--- src/rtl/nested_loop_pkg.sv ---
// Shared definitions for the nested loop walker.
//
// Contents:
//   state_t       - walker FSM states (IDLE, RUN, DONE)
//   MODE_BREAK    - skip point leaves the inner loop (advance outer index)
//   MODE_CONTINUE - skip point skips a single inner iteration
package nested_loop_pkg;

    typedef enum logic [1:0] {
        ST_IDLE = 2'd0,
        ST_RUN  = 2'd1,
        ST_DONE = 2'd2
    } state_t;

    localparam logic MODE_BREAK    = 1'b0;
    localparam logic MODE_CONTINUE = 1'b1;

endpackage

--- src/rtl/nested_loop_walker.sv ---
// nested_loop_walker: walks a two-level loop nest (outer index i, inner
// index j). Each RUN cycle evaluates exactly one step and counts one
// iteration unless the step ends the inner loop or lands on the
// configurable skip point.
//
// Ports:
//   clk, rst        - clock, asynchronous active-high reset
//   in_start        - start request, honoured only in IDLE
//   in_outer_limit  - outer trip count (latched at start)
//   in_inner_limit  - inner trip count (latched at start)
//   in_break_en     - enables the skip point (latched at start)
//   in_break_i/j    - skip point coordinates (latched at start)
//   in_mode         - MODE_BREAK or MODE_CONTINUE (latched at start)
//   in_abort        - only with NESTED_LOOP_WALKER_ABORT_EN: ends RUN early
//   out_busy        - high while in RUN
//   out_done        - one-cycle completion pulse
//   out_value       - saturating iteration count
//   out_i, out_j    - current outer/inner index
//
// Optional feature: define NESTED_LOOP_WALKER_ABORT_EN to add in_abort.
module nested_loop_walker
    import nested_loop_pkg::*;
#(
    parameter int OUTER_W = 2,
    parameter int INNER_W = 2,
    parameter int COUNT_W = OUTER_W + INNER_W
) (
    input  logic               clk,
    input  logic               rst,
    input  logic               in_start,
    input  logic [OUTER_W-1:0] in_outer_limit,
    input  logic [INNER_W-1:0] in_inner_limit,
    input  logic               in_break_en,
    input  logic [OUTER_W-1:0] in_break_i,
    input  logic [INNER_W-1:0] in_break_j,
    input  logic               in_mode,
`ifdef NESTED_LOOP_WALKER_ABORT_EN
    input  logic               in_abort,
`endif
    output logic               out_busy,
    output logic               out_done,
    output logic [COUNT_W-1:0] out_value,
    output logic [OUTER_W-1:0] out_i,
    output logic [INNER_W-1:0] out_j
);

    state_t state_q, state_d;

    // Indices carry one extra bit so that i+1 / j+1 never wraps before the
    // comparison against the limit.
    logic [OUTER_W:0]   i_q, i_d;
    logic [INNER_W:0]   j_q, j_d;
    logic [COUNT_W-1:0] value_q, value_d;
    logic               busy_q, busy_d;
    logic               done_q, done_d;

    logic [OUTER_W-1:0] outer_lim_q, outer_lim_d;
    logic [INNER_W-1:0] inner_lim_q, inner_lim_d;
    logic               brk_en_q, brk_en_d;
    logic [OUTER_W-1:0] brk_i_q, brk_i_d;
    logic [INNER_W-1:0] brk_j_q, brk_j_d;
    logic               mode_q, mode_d;

    logic outer_end, inner_end, at_break, abort_now;

    // Step classification for the current RUN cycle.
    always_comb begin
        outer_end = i_q >= {1'b0, outer_lim_q};
        inner_end = j_q >= {1'b0, inner_lim_q};
        at_break  = brk_en_q && (i_q == {1'b0, brk_i_q}) && (j_q == {1'b0, brk_j_q});
`ifdef NESTED_LOOP_WALKER_ABORT_EN
        abort_now = in_abort;
`else
        abort_now = 1'b0;
`endif
    end

    // State register.
    always_ff @(posedge clk or posedge rst) begin
        if (rst) state_q <= ST_IDLE;
        else     state_q <= state_d;
    end

    // Next-state logic.
    always_comb begin
        state_d = state_q;
        case (state_q)
            ST_IDLE: if (in_start) state_d = ST_RUN;
            ST_RUN:  if (abort_now || outer_end) state_d = ST_DONE;
            ST_DONE: state_d = ST_IDLE;
            default: state_d = ST_IDLE;
        endcase
    end

    // Output flags are registered from the next state so they line up
    // exactly with the state they describe.
    always_comb begin
        busy_d = (state_d == ST_RUN);
        done_d = (state_d == ST_DONE);
    end

    // Datapath: parameter latching at start and the per-cycle step.
    always_comb begin
        i_d         = i_q;
        j_d         = j_q;
        value_d     = value_q;
        outer_lim_d = outer_lim_q;
        inner_lim_d = inner_lim_q;
        brk_en_d    = brk_en_q;
        brk_i_d     = brk_i_q;
        brk_j_d     = brk_j_q;
        mode_d      = mode_q;
        case (state_q)
            ST_IDLE: begin
                if (in_start) begin
                    outer_lim_d = in_outer_limit;
                    inner_lim_d = in_inner_limit;
                    brk_en_d    = in_break_en;
                    brk_i_d     = in_break_i;
                    brk_j_d     = in_break_j;
                    mode_d      = in_mode;
                    i_d         = '0;
                    j_d         = '0;
                    value_d     = '0;
                end
            end
            ST_RUN: begin
                if (abort_now || outer_end) begin
                    // Finishing: indices and count stay frozen.
                end else if (inner_end || (at_break && mode_q == MODE_BREAK)) begin
                    i_d = i_q + (OUTER_W+1)'(1);
                    j_d = '0;
                end else if (at_break) begin
                    j_d = j_q + (INNER_W+1)'(1);
                end else begin
                    j_d = j_q + (INNER_W+1)'(1);
                    if (value_q != '1) value_d = value_q + COUNT_W'(1);
                end
            end
            default: ;
        endcase
    end

    // Datapath and output registers.
    always_ff @(posedge clk or posedge rst) begin
        if (rst) begin
            i_q         <= '0;
            j_q         <= '0;
            value_q     <= '0;
            busy_q      <= 1'b0;
            done_q      <= 1'b0;
            outer_lim_q <= '0;
            inner_lim_q <= '0;
            brk_en_q    <= 1'b0;
            brk_i_q     <= '0;
            brk_j_q     <= '0;
            mode_q      <= 1'b0;
        end else begin
            i_q         <= i_d;
            j_q         <= j_d;
            value_q     <= value_d;
            busy_q      <= busy_d;
            done_q      <= done_d;
            outer_lim_q <= outer_lim_d;
            inner_lim_q <= inner_lim_d;
            brk_en_q    <= brk_en_d;
            brk_i_q     <= brk_i_d;
            brk_j_q     <= brk_j_d;
            mode_q      <= mode_d;
        end
    end

    assign out_busy  = busy_q;
    assign out_done  = done_q;
    assign out_value = value_q;
    assign out_i     = i_q[OUTER_W-1:0];
    assign out_j     = j_q[INNER_W-1:0];

endmodule
--- config.mk ---
export PLATFORM = sky130hd
export DESIGN_NAME = nested_loop_walker
export DESIGN_NICKNAME = d
export VERILOG_FILES = /design/src/rtl/nested_loop_pkg.sv /design/src/rtl/nested_loop_walker.sv
export SDC_FILE = /design/constraint.sdc
export NUM_CORES = 1
export LEC_CHECK = 0
export CAP_MARGIN = 5
export CORE_MARGIN = 2
export CORE_UTILIZATION = 35
export DETAILED_ROUTE_END_ITERATION = 12
export PLACE_DENSITY = 0.53
export SYNTH_ARGS = -nofsm -noshare
export SYNTH_HDL_FRONTEND = slang
export SYNTH_SLANG_ARGS = --single-unit
export TNS_END_PERCENT = 30
--- constraint.sdc ---
create_clock -name clk -period 3.4 [get_ports clk]
set_clock_uncertainty 0.2 [all_clocks]
set_input_delay 0.85 -clock clk [delete_from_list [all_inputs] [get_ports clk]]
set_output_delay 0.85 -clock clk [all_outputs]
set_load 0.03 [all_outputs]
; Yosys cells after proc, flatten, opt, wreduce, memory -nomap -nowiden
; Index checks and enable logic that the tools add are counted.
[totals]
register_bits = 24
input_bits = 13
output_inout_bits = 10
elab_cells = 56
[op_classes]
n_addsub = 3
n_lt_le_gt_ge = 2
eq_ne = 12
mux = 16
n_bitwise = 1
n_reduce_logical = 10
[ops]
columns = operator, count
row1 = two-way mux 4 bit, 5
row2 = two-way mux 3 bit, 5
row3 = inequality test 2 bit (second input constant), 6
row4 = case mux 3 bit (2 select lines), 2
row5 = case mux 4 bit (2 select lines), 1
row6 = adder 3 x 1 -> 3 bit (second input constant), 2
row7 = == test 3 x 2 -> 1 bit, 2
row8 = >= comparator 3 x 2 -> 1 bit, 2
row9 = AND reduction 6 bit, 1
row10 = adder 4 x 1 -> 4 bit (second input constant), 1
row11 = == test 2 x 1 -> 1 bit (second input constant), 2
row12 = two-way mux 2 bit, 2
row13 = inequality test 4 bit (second input constant), 1
row14 = case mux 2 bit (2 select lines), 1
row15 = AND reduction 4 bit, 1
row16 = logical AND 1 bit, 3
row17 = AND reduction 3 bit, 1
row18 = == test 2 bit (second input constant), 1
row19 = logical NOT 2 bit, 1
row20 = AND reduction 2 bit, 1
row21 = nonzero test 2 bit, 1
row22 = logical OR 1 bit, 1
row23 = NOT 1 bit, 1

; Logic depth before layout (Yosys ltp)
[depth]
word_depth = 8
ltp_mapped = 8
ltp_nobuf = 8

; Worst setup path before layout
; Ideal clock, no wire load.
[synth_timing]
kind = reg2reg
startpoint = reg i_q[0]
endpoint = reg i_q[0]
setup_ns = 0.125
arrival_time_ns = 1.917
t_required_ns = 3.075
setup_slack_ns = 1.158
path_stages_with_launch = 8
path_buffers = 0
period_less_slack_ns = 2.242
path_cell_list = dfrtp_1 inv_1 ha_1 nand2b_4 a2111oi_4 nor2_2 a21o_1 mux2_4
[synth_via]
elab_chain_cells = 7
word_cells_on_any_way = 13
cone_classes = add/sub: 1 / order compare: 1 / eq/ne: 3 / mux: 3 / reduce/logical: 5
[synth_rtl]
columns = item, line
row1 = start: declaration, nested_loop_walker.sv:51  ; logic [OUTER_W:0] i_q, i_d;
row2 = start signal: assignment, nested_loop_walker.sv:159  ; i_q <= i_d;
row3 = branches (longest 7 deep; another with adder 3 x 1 -> 3 bit), n/a
; Several ways; the timed one is not identified. The select of a mux whose other input is x is not followed.
; A chain may end at the register's enable or synchronous reset.

; Final worst setup path
[layout_timing]
startpoint = reg i_q[0]
endpoint = out out_i[0]
[layout_rtl]
columns = item, line
row1 = end: declaration, nested_loop_walker.sv:43  ; output logic [OUTER_W-1:0] out_i,
; No word-level cell between the ends.

==> impl_results.md <==
* Reg2reg setup slack at 0.91 ns
* Slowest CP cell: clkdlybuf4s50_1
* Buffers on Ports at 22
* Adder-cell share of the synthesized area at 0.0716
* Ant. Diodes at 0
* GRT Residual Overflow at 0
* ANT nets after route at 0
* Tmin final at 2.56 ns
* Xor and xnor fraction of the mapped netlist area at 0.0286
* Top-area cell type share of the netlist area at 0.491
* Total of max-cap violations at 0
* Footprint of the multi-input gates at between 500 and 600 um2
* Max Fanout on Critical Path at 5
* Netlist Area Pre-Place at 1220 um2
* Vias per cell at roughly 4.7
* Seq cells post-synth at 24
* CP Capture Type: output port
* Final-layout fill cell count at 327
* Largest family of logic cells by synthesized area: simple AND/OR/NAND/NOR gates
* Pleak at 0.720 nW
* Share of cells above drive strength 1 at 0.0929
* TritonCTS clock tree: yes
* Clk Latency, worst-skew pair at 0.31 ns
* Via count at around 900
* Drt pass-1 iters at 4
* Final setup fails at 0
* Post-synth top cells: nand2_1, dfrtp_1, ha_1, inv_1
* Drt initial violations at 43
* H-tree depth at 1
* VDD IR max at 382 uV
* First-pass GRT wire length at 3980 um
* RSZ-0062 raised after global routing: false
* Hold crit path type: reg -> reg
* Final Power at 1.25 mW
* Layout overhead on the synthesized area at 22.7%
* Die X at roughly 63 um
* Pwr Density at 834 nW/um2
* Yosys top cell by area: dfrtp_1
* CTS Buf Count at 3
* DRC at 0
* # clock sinks at 24
* CP Launch Type: register
* Most frequent cell after synthesis: nand2_1
* Hold Fails Final Rpt at 0
* Detailed-placement wirelength estimate at 1780 um
* Crit-path cells: clkdlybuf4s50_1
* Final Cycle Share at 0.753
* Max-slew headroom at 0.616
* CP required at 2.35 ns
* Worst-path clk slew at 0.13 ns
* Critical path class: reg -> out
* Number of synthesized flops with an enable pin at 0
* Initial Util at 0.367
* Core area at 3340 um2
* Multiplexer area fraction after synthesis at 0.0286
* Critical Path AT at 1.51 ns
* Post-synthesis async set-or-reset flop share at 1.00
* Routed WL at 2420 um
* Unique cell type count in the Yosys netlist at 34
* Register area at about 600 um2
* Status: finished clean
* Top post-synthesis cells by area: dfrtp_1, nand2_1, ha_1, xnor2_1, buf_4
* Total GRT Usage at 0.131
* CTS Hold Bufs at 0
* Buf/Inv on CP at 1
* Initial antenna violation count at 0
* Register area share after synthesis at 0.491
* Main synth FF type: dfrtp_1
* Synth Area in Compound Gates at 0.138
* Nets@finish at 162
* Syn nets at 139
* Setup TNS at 0 ns
* Clk root buf: clkbuf_4
* Worst-Margin Slew at 0.577 ns
* Synthesized instance count at 119
* Post-CTS setup buffers at 0
* Largest net degree at the start of global routing at 25
* Fmax achieved at 391 MHz
* Die H at between 60 and 70 um
* Max clock buf depth at 2
* Die area at 3990 um2
* Crit path largest cell delay at 0.71 ns
* Cell family with most CP delay: buffers and inverters
* Vias in the first global route at 877
* I/O pins at 23
* Avg Synthesized Cell Area at 10.3 um2
* # rows at 21
* Post-CTS Resized at 0
* Placer Congestion at 0.728
* Total number of yosys warnings at 0
* Wirelength per Cell at 13.0 um
* Synth Area in Simple Gates at 0.190
* Slew Limit Fails at 0
routing by layer:
metal / GRT usage / up-vias / part of all wire
met5: 0 / - / 0
li1: - / 447 / -
met2: 0.214 / 9 / 0.48
met4: 0.0667 / 0 / 0.020
met3: 0.0250 / 4 / 0.025
met1: 0.164 / 423 / 0.48
cells in the final DEF (no fill, tap or decap):
master	synthesis	layout
o31a_1	1	1
a211oi_1	2	2
nand3_1	3	3
inv_1	6	6
o211ai_1	1	1
clkbuf_4	0	3
nor2b_1	1	1
nand2_1	31	31
buf_4	4	2
a2111oi_0	1	1
clkdlybuf4s50_1	0	22
mux2i_1	2	2
and3_1	1	1
nand2b_2	1	1
nor2_1	3	3
xnor2_1	4	4
inv_2	1	1
nor2_2	1	1
or3b_2	1	1
a21o_1	2	2
a22o_1	2	2
mux2_4	1	1
dfrtp_1	24	24
ha_1	7	7
o21bai_1	1	1
o21ai_1	1	1
and3b_1	1	1
o21ai_0	4	4
a2111oi_4	1	1
nor3b_2	1	1
nand2b_4	1	1
o21a_1	1	1
nand2b_1	3	3
a32o_1	2	2
o2111ai_1	1	1
state kept, by name, indices dropped and copies added (netlist names):
| signal | count |
|---|---|
| inner_lim_q | 2 |
| out_done | 1 |
| outer_lim_q | 2 |
| state_q | 2 |
| j_q | 3 |
| mode_q | 1 |
| brk_j_q | 2 |
| out_value | 4 |
| brk_i_q | 2 |
| i_q | 3 |
| brk_en_q | 1 |
| out_busy | 1 |
metrics by stage:
step | setup WS [ns] | area [um2] | utilization | instances | hold WS (ns)
global placement | 0.807 | 1480 | 0.443 | 183 | 0.262
CTS | 0.829 | 1500 | 0.450 | 186 | 0.301
global route | 0.766 | 1500 | 0.450 | 186 | 0.339
detailed placement | 0.774 | 1480 | 0.443 | 183 | 0.267
finish | 0.840 | 1500 | 0.450 | 186 | 0.297
floorplan | 1.16 | 1220 | - | 119 | 0.245
final cells by class:
class,count,area share
Inverter,7,0.0175
Tap cell,46,0.0383
Multi-Input combinational cell,82,0.372
Sequential cell,24,0.400
Clock buffer,3,0.0150
Timing Repair Buffer,24,0.157
report_power, final:
group | switching (mW) | total (mW) | internal [mW] | leakage (nW)
Sequential | 0.0856 | 0.474 | 0.388 | 0.312
Combinational | 0.365 | 0.655 | 0.290 | 0.394
Clock | 0.0817 | 0.123 | 0.0414 | 0.0138
Total | 0.532 | 1.25 | 0.720 | 0.720
path summary, 6_finish.rpt:
kind	from	end	cells after the start
min in group asynchronous	rst	out_done$_DFF_PP0_	3
max in group asynchronous	rst	j_q[0]$_DFFE_PP0P_	3
worst max register to register	i_q[0]$_DFFE_PP0P_	i_q[0]$_DFFE_PP0P_	7
worst max-delay path	i_q[0]$_DFFE_PP0P_	out_i[0]	1
worst min-delay path	brk_en_q$_DFFE_PP0P_	brk_en_q$_DFFE_PP0P_	2
worst min register to register	brk_en_q$_DFFE_PP0P_	brk_en_q$_DFFE_PP0P_	2
cell families after synthesis:
family | count (synthesis)
AND/OR/NAND/NOR | 48
flip-flops | 24
AO/OA/AOI/OAI | 20
buffers and inverters | 13
adder cells (fa/ha/maj) | 7
XOR/XNOR | 4
multiplexers | 3
Note: power is estimated with default switching activity, not from simulation.
